### src/rtl/quat_stream_rx.sv
// Serial-to-parallel quaternion receiver: collects q0..q3 beats into a registered output.
// Optional macro QUAT_RX_CONJ_EN adds s_conj, which sign-flips t1..t3 when set on the q3 beat.
module quat_stream_rx (
  input  logic        clk,
  input  logic        rst,
  input  logic        s_valid,
  output logic        s_ready,
  input  logic [31:0] s_data,
  input  logic        s_first,
`ifdef QUAT_RX_CONJ_EN
  input  logic        s_conj,
`endif
  output logic        m_valid,
  input  logic        m_ready,
  output logic [31:0] t0,
  output logic [31:0] t1,
  output logic [31:0] t2,
  output logic [31:0] t3,
  output logic        frame_err,
  output logic [7:0]  err_cnt
);

  typedef enum logic [1:0] {WAIT_Q0, WAIT_Q1, WAIT_Q2, WAIT_Q3} state_e;

  state_e      state_q, state_d;
  logic [31:0] stg0_q, stg0_d, stg1_q, stg1_d, stg2_q, stg2_d;
  logic [31:0] t0_q, t0_d, t1_q, t1_d, t2_q, t2_d, t3_q, t3_d;
  logic        m_valid_q, m_valid_d;
  logic        frame_err_q, frame_err_d;
  logic [7:0]  err_cnt_q, err_cnt_d;
  logic        accept;
  logic        bad;
  logic [31:0] flip;

  // Only the q3 beat can stall, and only behind an undrained quaternion.
  assign s_ready = (state_q != WAIT_Q3) || !m_valid_q || m_ready;
  assign accept  = s_valid && s_ready;

`ifdef QUAT_RX_CONJ_EN
  assign flip = {s_conj, 31'b0};
`else
  assign flip = 32'b0;
`endif

  always_ff @(posedge clk) begin
    if (rst) begin
      state_q     <= WAIT_Q0;
      stg0_q      <= '0;
      stg1_q      <= '0;
      stg2_q      <= '0;
      t0_q        <= '0;
      t1_q        <= '0;
      t2_q        <= '0;
      t3_q        <= '0;
      m_valid_q   <= 1'b0;
      frame_err_q <= 1'b0;
      err_cnt_q   <= '0;
    end else begin
      state_q     <= state_d;
      stg0_q      <= stg0_d;
      stg1_q      <= stg1_d;
      stg2_q      <= stg2_d;
      t0_q        <= t0_d;
      t1_q        <= t1_d;
      t2_q        <= t2_d;
      t3_q        <= t3_d;
      m_valid_q   <= m_valid_d;
      frame_err_q <= frame_err_d;
      err_cnt_q   <= err_cnt_d;
    end
  end

  always_comb begin
    state_d     = state_q;
    stg0_d      = stg0_q;
    stg1_d      = stg1_q;
    stg2_d      = stg2_q;
    t0_d        = t0_q;
    t1_d        = t1_q;
    t2_d        = t2_q;
    t3_d        = t3_q;
    m_valid_d   = m_valid_q && !m_ready;
    frame_err_d = 1'b0;
    err_cnt_d   = err_cnt_q;
    bad         = 1'b0;

    if (accept) begin
      // A leading beat always restarts the frame, even if one was in progress.
      if (s_first) begin
        bad     = (state_q != WAIT_Q0);
        stg0_d  = s_data;
        state_d = WAIT_Q1;
      end else begin
        case (state_q)
          WAIT_Q0: bad = 1'b1;
          WAIT_Q1: begin
            stg1_d  = s_data;
            state_d = WAIT_Q2;
          end
          WAIT_Q2: begin
            stg2_d  = s_data;
            state_d = WAIT_Q3;
          end
          WAIT_Q3: begin
            t0_d      = stg0_q;
            t1_d      = stg1_q ^ flip;
            t2_d      = stg2_q ^ flip;
            t3_d      = s_data ^ flip;
            m_valid_d = 1'b1;
            state_d   = WAIT_Q0;
          end
        endcase
      end
    end

    if (bad) begin
      frame_err_d = 1'b1;
      if (err_cnt_q != 8'hFF) err_cnt_d = err_cnt_q + 8'd1;
    end
  end

  assign m_valid   = m_valid_q;
  assign t0        = t0_q;
  assign t1        = t1_q;
  assign t2        = t2_q;
  assign t3        = t3_q;
  assign frame_err = frame_err_q;
  assign err_cnt   = err_cnt_q;

endmodule

### config.mk
export PLATFORM = sky130hd
export DESIGN_NAME = quat_stream_rx
export DESIGN_NICKNAME = d
export VERILOG_FILES = /design/src/rtl/quat_stream_rx.sv
export SDC_FILE = /design/constraint.sdc
export NUM_CORES = 1
export LEC_CHECK = 0
export BUFFER_PORTS_ARGS = -buffer_cell sky130_fd_sc_hd__buf_2
export CORE_UTILIZATION = 40
export DETAILED_ROUTE_END_ITERATION = 8
export GPL_TIMING_DRIVEN = 0
export SLEW_MARGIN = 0
export SYNTH_ARGS = -nofsm -noshare
export SYNTH_HDL_FRONTEND = slang
export SYNTH_SLANG_ARGS = --single-unit
### constraint.sdc
create_clock -name clk -period 2.4 [get_ports clk]
set_clock_uncertainty 0.1 [all_clocks]
set_input_delay 0.12 -clock clk [delete_from_list [all_inputs] [get_ports clk]]
set_output_delay 0.12 -clock clk [all_outputs]
set_load 0.1 [all_outputs]
### Word-level counts from Yosys, hierarchy flattened

Index checks and enable logic that the tools add are counted.

* register bits after elaboration: 236
* input port bits: 37
* output and inout bits: 139
* logic and storage cells: 42

* add/subtract/negate cells: 1
* equality and inequality tests: 5
* muxes and demuxes: 9
* bitwise operators: 1
* reduce and logical (&&, ||, !) cells: 15

Operators by type and width (count)
* 3-bit AND reduction: 3
* 8-bit by 1-bit adder with 8-bit output, second input constant: 1
* 8-bit inequality test, second input constant: 1
* 1-bit two-way mux: 7
* 2-bit one-hot mux with 3 select lines: 1
* 2-bit AND reduction: 3
* 2-bit == test, second input constant: 2
* 4-bit nonzero test: 1
* 2-bit by 1-bit == test with 1-bit output, second input constant: 1
* 1-bit logical AND: 2
* 1-bit logical NOT: 2
* 2-bit logical NOT: 1
* 1-bit logical OR: 2
* 2-bit two-way mux: 1
* 2-bit inequality test, second input constant: 1
* 2-bit nonzero test: 1
* 1-bit NOT: 1

### Logic depth before layout (Yosys ltp)

* word-level depth: 6
* gate-level depth with buffers: 7

### Worst setup path after synthesis

No wires, ideal clock.

* path type: reg2reg
* from: reg m_valid_q (netlist: m_valid)
* to: reg stg0_q[10]
* arrival: 3.177 ns
* required time: 2.168 ns
* setup slack: -1.009 ns
* stages on the path, launching flop included: 7
* cell sequence: dfxtp_1 -> nand4b_1 -> and3_1 -> clkbuf_1 -> buf_2 -> nand2_1 -> a21oi_1

* word-level cells in the longest chain between the ends: 5

RTL lines
* from (decl): line 28 `logic m_valid_q, m_valid_d;`
* from (signal assigned): line 67 `m_valid_q <= m_valid_d;`
* 1-bit logical NOT: line 36 `assign s_ready = (state_q != WAIT_Q3) || !m_valid_q || m_ready;`
* 1-bit logical OR (2 in a row): line 36
* net s_ready: line 7 `output logic s_ready,`
* 1-bit logical AND: line 37 `assign accept = s_valid && s_ready;`
* 2-bit AND reduction (no source line)
* to (signal assigned): line 60 `stg0_q <= stg0_d;`
* to (decl): line 26 `logic [31:0] stg0_q, stg0_d, stg1_q, stg1_d, stg2_q, stg2_d;`

The timed path passes the listed nets, and every way through them passes these cells.
A chain may end at the register's enable or synchronous reset.

### Worst setup path after layout

* from: in rst
* to: reg stg2_q[3]

RTL lines
* from (decl): line 5 `input logic rst,`
* to (signal assigned): line 62 `stg2_q <= stg2_d;`
* to (decl): line 26

No word-level cell between the ends.

==> results.py <==
metrics = {
    "yosys": {
        "synth_fp_nets": 1090,
        "avgSynthCellArea_sq_um": 7.92,
        "synth_simple_gate_area_share_pct": 23.8,
        "synthAdderAreaFrac_pct": 0.150,
        "yosysWarnings": 0,
        "synth_top_family_by_area": "simple AND/OR/NAND/NOR gates",
        "synth_compound_area_share_pct": 14.3,
        "muxShareOfSynthArea_pct": 0.916,
        "ys_types": 32,
        "syn-cell-area_sq_mm": 0.00833,
        "synthCells": 1052,
        "synth-xor-area-share_pct": 0,
        "yosys_register_bits": 236,
        "yosysSeqAreaShare_pct": 56.7,
    },
    "routing": {
        "drt-total-wl_um": 26000,
        "drc_errors": 0,
        "drt_pass1_iterations": 5,
        "routed.top_layer": "met4",
        "vias_per_cell": 4.92,
        "wl_per_cell_um": 16.5,
        "m1WireLength_um": 12000,
        "wl_met3_um": 1730,
        "drtIter0Drc": 420,
        "antenna_left": 0,
        "vias": 7745,
        "met2_length_um": 11700,
    },
    "sta": {
        "setup_viol": 0,
        "holdWs_ns": 0.349,
        "maxSlewHeadroom_pct": 43.8,
        "final.period_utilization_pct": 84.2,
        "fin_tns_setup_ns": 0,
        "worstMarginPinSlew_ns": 0.843,
        "rsz0062_at_grt": "no",
        "hold_viol": 0,
        "finalMaxSlewViolations": 0,
        "fin_crit_ns": 2.02,
        "timing.fmax_mhz": 495,
    },
    "die": {
        "io_pins": 176,
        "rows": 52,
        "die_h_um": 146,
        "die_area_sq_mm": 0.0214,
        "die_w_um": 146,
        "initial_core_util_pct": 41.1,
        "core_sq_mm": 0.0203,
    },
    "clocking": {
        "cts.htree.levels": 1,
        "root_buffer": "clkbuf_16",
        "cts.sinks": 236,
        "clk-insertion-delay-late_ns": 0.51,
        "cts.reportedPaths.clkPinSlew_ns": 0.06,
        "cts_tree": "yes",
        "cts_max_path_buffers": 3,
        "cts-resized-gates": 0,
        "cts_made_buffers": 25,
    },
    "placement": {
        "dpl.cell_count": 1497,
        "gp_congestion": 0.818,
        "place_hpwl_um": 18500,
        "portBuffers": 175,
    },
    "hold_path": {
        "min_from": "t3[7]",
        "holdCritPathClass": "reg2reg",
    },
    "grt": {
        "antenna_found_initial": 0,
        "grt.total_usage_pct": 23.8,
        "grt-ovfl-total": 0,
        "grt_pass1_wl_um": 39500,
        "grt_max_degree": 14,
        "grt_pass1_vias": 7172,
    },
    "setup_path": {
        "critPathLaunch": "rst",
        "cp-start-kind": "primary input",
        "crit_path_end_kind": "register",
        "cp.required_ns": 2.67,
        "cp.arrival_ns": 2.29,
        "r2r-start": "state_q[0]",
        "critPathMaxFanout": 10,
        "path_class": "in2reg",
    },
    "pwr": {
        "power_density_mw_per_mm2": 771,
        "vdd_drop_max_v": 0.000467,
        "p_leak_nw": 4.23,
    },
    "final_layout": {
        "fin_util_pct": 53.1,
        "drive_gt1_share_pct": 20.2,
        "nets": 1328,
        "antenna_cells": 0,
        "regArea_sq_mm": 0.00473,
        "area_growth_pct": 29.2,
        "layout.cells.non_filler": 1575,
        "layout_common_cells": "nand2_1 (453), dfxtp_1 (233), a21oi_1 (229)",
        "nFillCells": 2085,
        "layout_commonest_cell": "nand2_1",
        "multi_input_area_sq_mm": 0.00327,
    },
    "run_status": {
        "status": "finished clean",
    },
    "job": {
        "max_cap_viol_count": 0,
    },
}
-- per-layer routing --
| metal | global-route usage (%) | vias to the layer above |
|---|---|---|
| met4 | 6.72 | 0 |
| met1 | 32.3 | 3574 |
| met3 | 4.84 | 38 |
| met2 | 38.3 | 233 |
| met5 | 0 | - |
| li1 | - | 3900 |
-- flip-flops by register name (all words and copies together), names as in the netlist --
name / count
err_cnt: 8
frame_err: 1
m_valid: 1
state_q: 2
stg0_q: 32
stg1_q: 32
stg2_q: 32
t0: 32
t1: 32
t2: 32
t3: 32
-- synthesized netlist by cell type --
cell,number,area (sq um)
nand2_1,453,1700
dfxtp_1,236,4720
a21oi_1,229,1150
buf_2,36,180
clkbuf_1,34,128
nor2_1,7,26.3
nor2b_1,5,31.3
mux2_2,4,45.0
buf_4,3,22.5
nand2b_1,3,18.8
nand3_1,3,15.0
nand3b_1,3,22.5
nor3_1,3,15.0
nor4_1,3,18.8
o21ai_0,3,15.0
or4_1,3,22.5
and3_1,2,12.5
and4_1,2,17.5
buf_1,2,7.51
inv_1,2,7.51
mux2i_1,2,20.0
nand4_1,2,12.5
nor3b_2,2,25.0
o31ai_1,2,15.0
a21boi_2,1,11.3
a22oi_1,1,7.51
and2b_1,1,7.51
ha_1,1,12.5
mux2_1,1,11.3
nand3_4,1,17.5
nand4b_1,1,8.76
or3b_1,1,8.76
-- per-stage QoR --
step,setup WS (ns),cell area [sq um],total power [mW]
3_5_place_dp,0.422,9590,4.44
6_report,0.379,10800,8.30
2_1_floorplan,-0.263,8370,4.27
3_3_place_gp,0.422,9590,4.44
5_1_grt,0.295,10800,8.53
4_1_cts,0.416,10800,8.36
-- power breakdown --
group	internal [mW]	total, mW	switching, mW
clock	2.37	3.90	1.53
combinational	0.128	0.413	0.285
sequential	3.96	3.99	0.0260
total	6.47	8.30	1.84
-- cells by family (layout without fill, tap and decap cells) --
logic type,Yosys count,count (layout)
simple gates,495,495
compound gates,236,236
flops,236,236
mux,7,7
buf+inv,77,330
fa+ha+maj,1,1
-- layout make-up --
type / instances / share of cell area, %
buffer: 75 / 3.40
multi-input combinational: 739 / 30.4
sequential: 236 / 43.9
clock buffer: 35 / 6.62
inverter: 2 / 0.0697
tap: 270 / 3.14
clock inverter: 7 / 1.02
timing repair buffer: 211 / 11.5
-- final timing paths --
kind / end / slack, ns / depth (start not counted)
min reg2reg: t3[7] / 0.35 / 2
min: t3[7] / 0.35 / 2
max: stg2_q[3] / 0.38 / 6
max reg2reg: stg2_q[1] / 0.61 / 5
-- critical path: stages --
cell and delay, ns:
dlygate4sd3_1 0.52, buf_2 0.17, buf_2 0.25, clkbuf_1 0.60, clkbuf_1 0.54, a21oi_1 0.09
-- what timing repair did --
action / 4_1_cts / 5_1_grt
endpoints found under the hold margin: 139 / 0
setup buffers: 0 / 0
hold buffers: 36 / 0
Note: power is estimated with default switching activity, not from simulation.
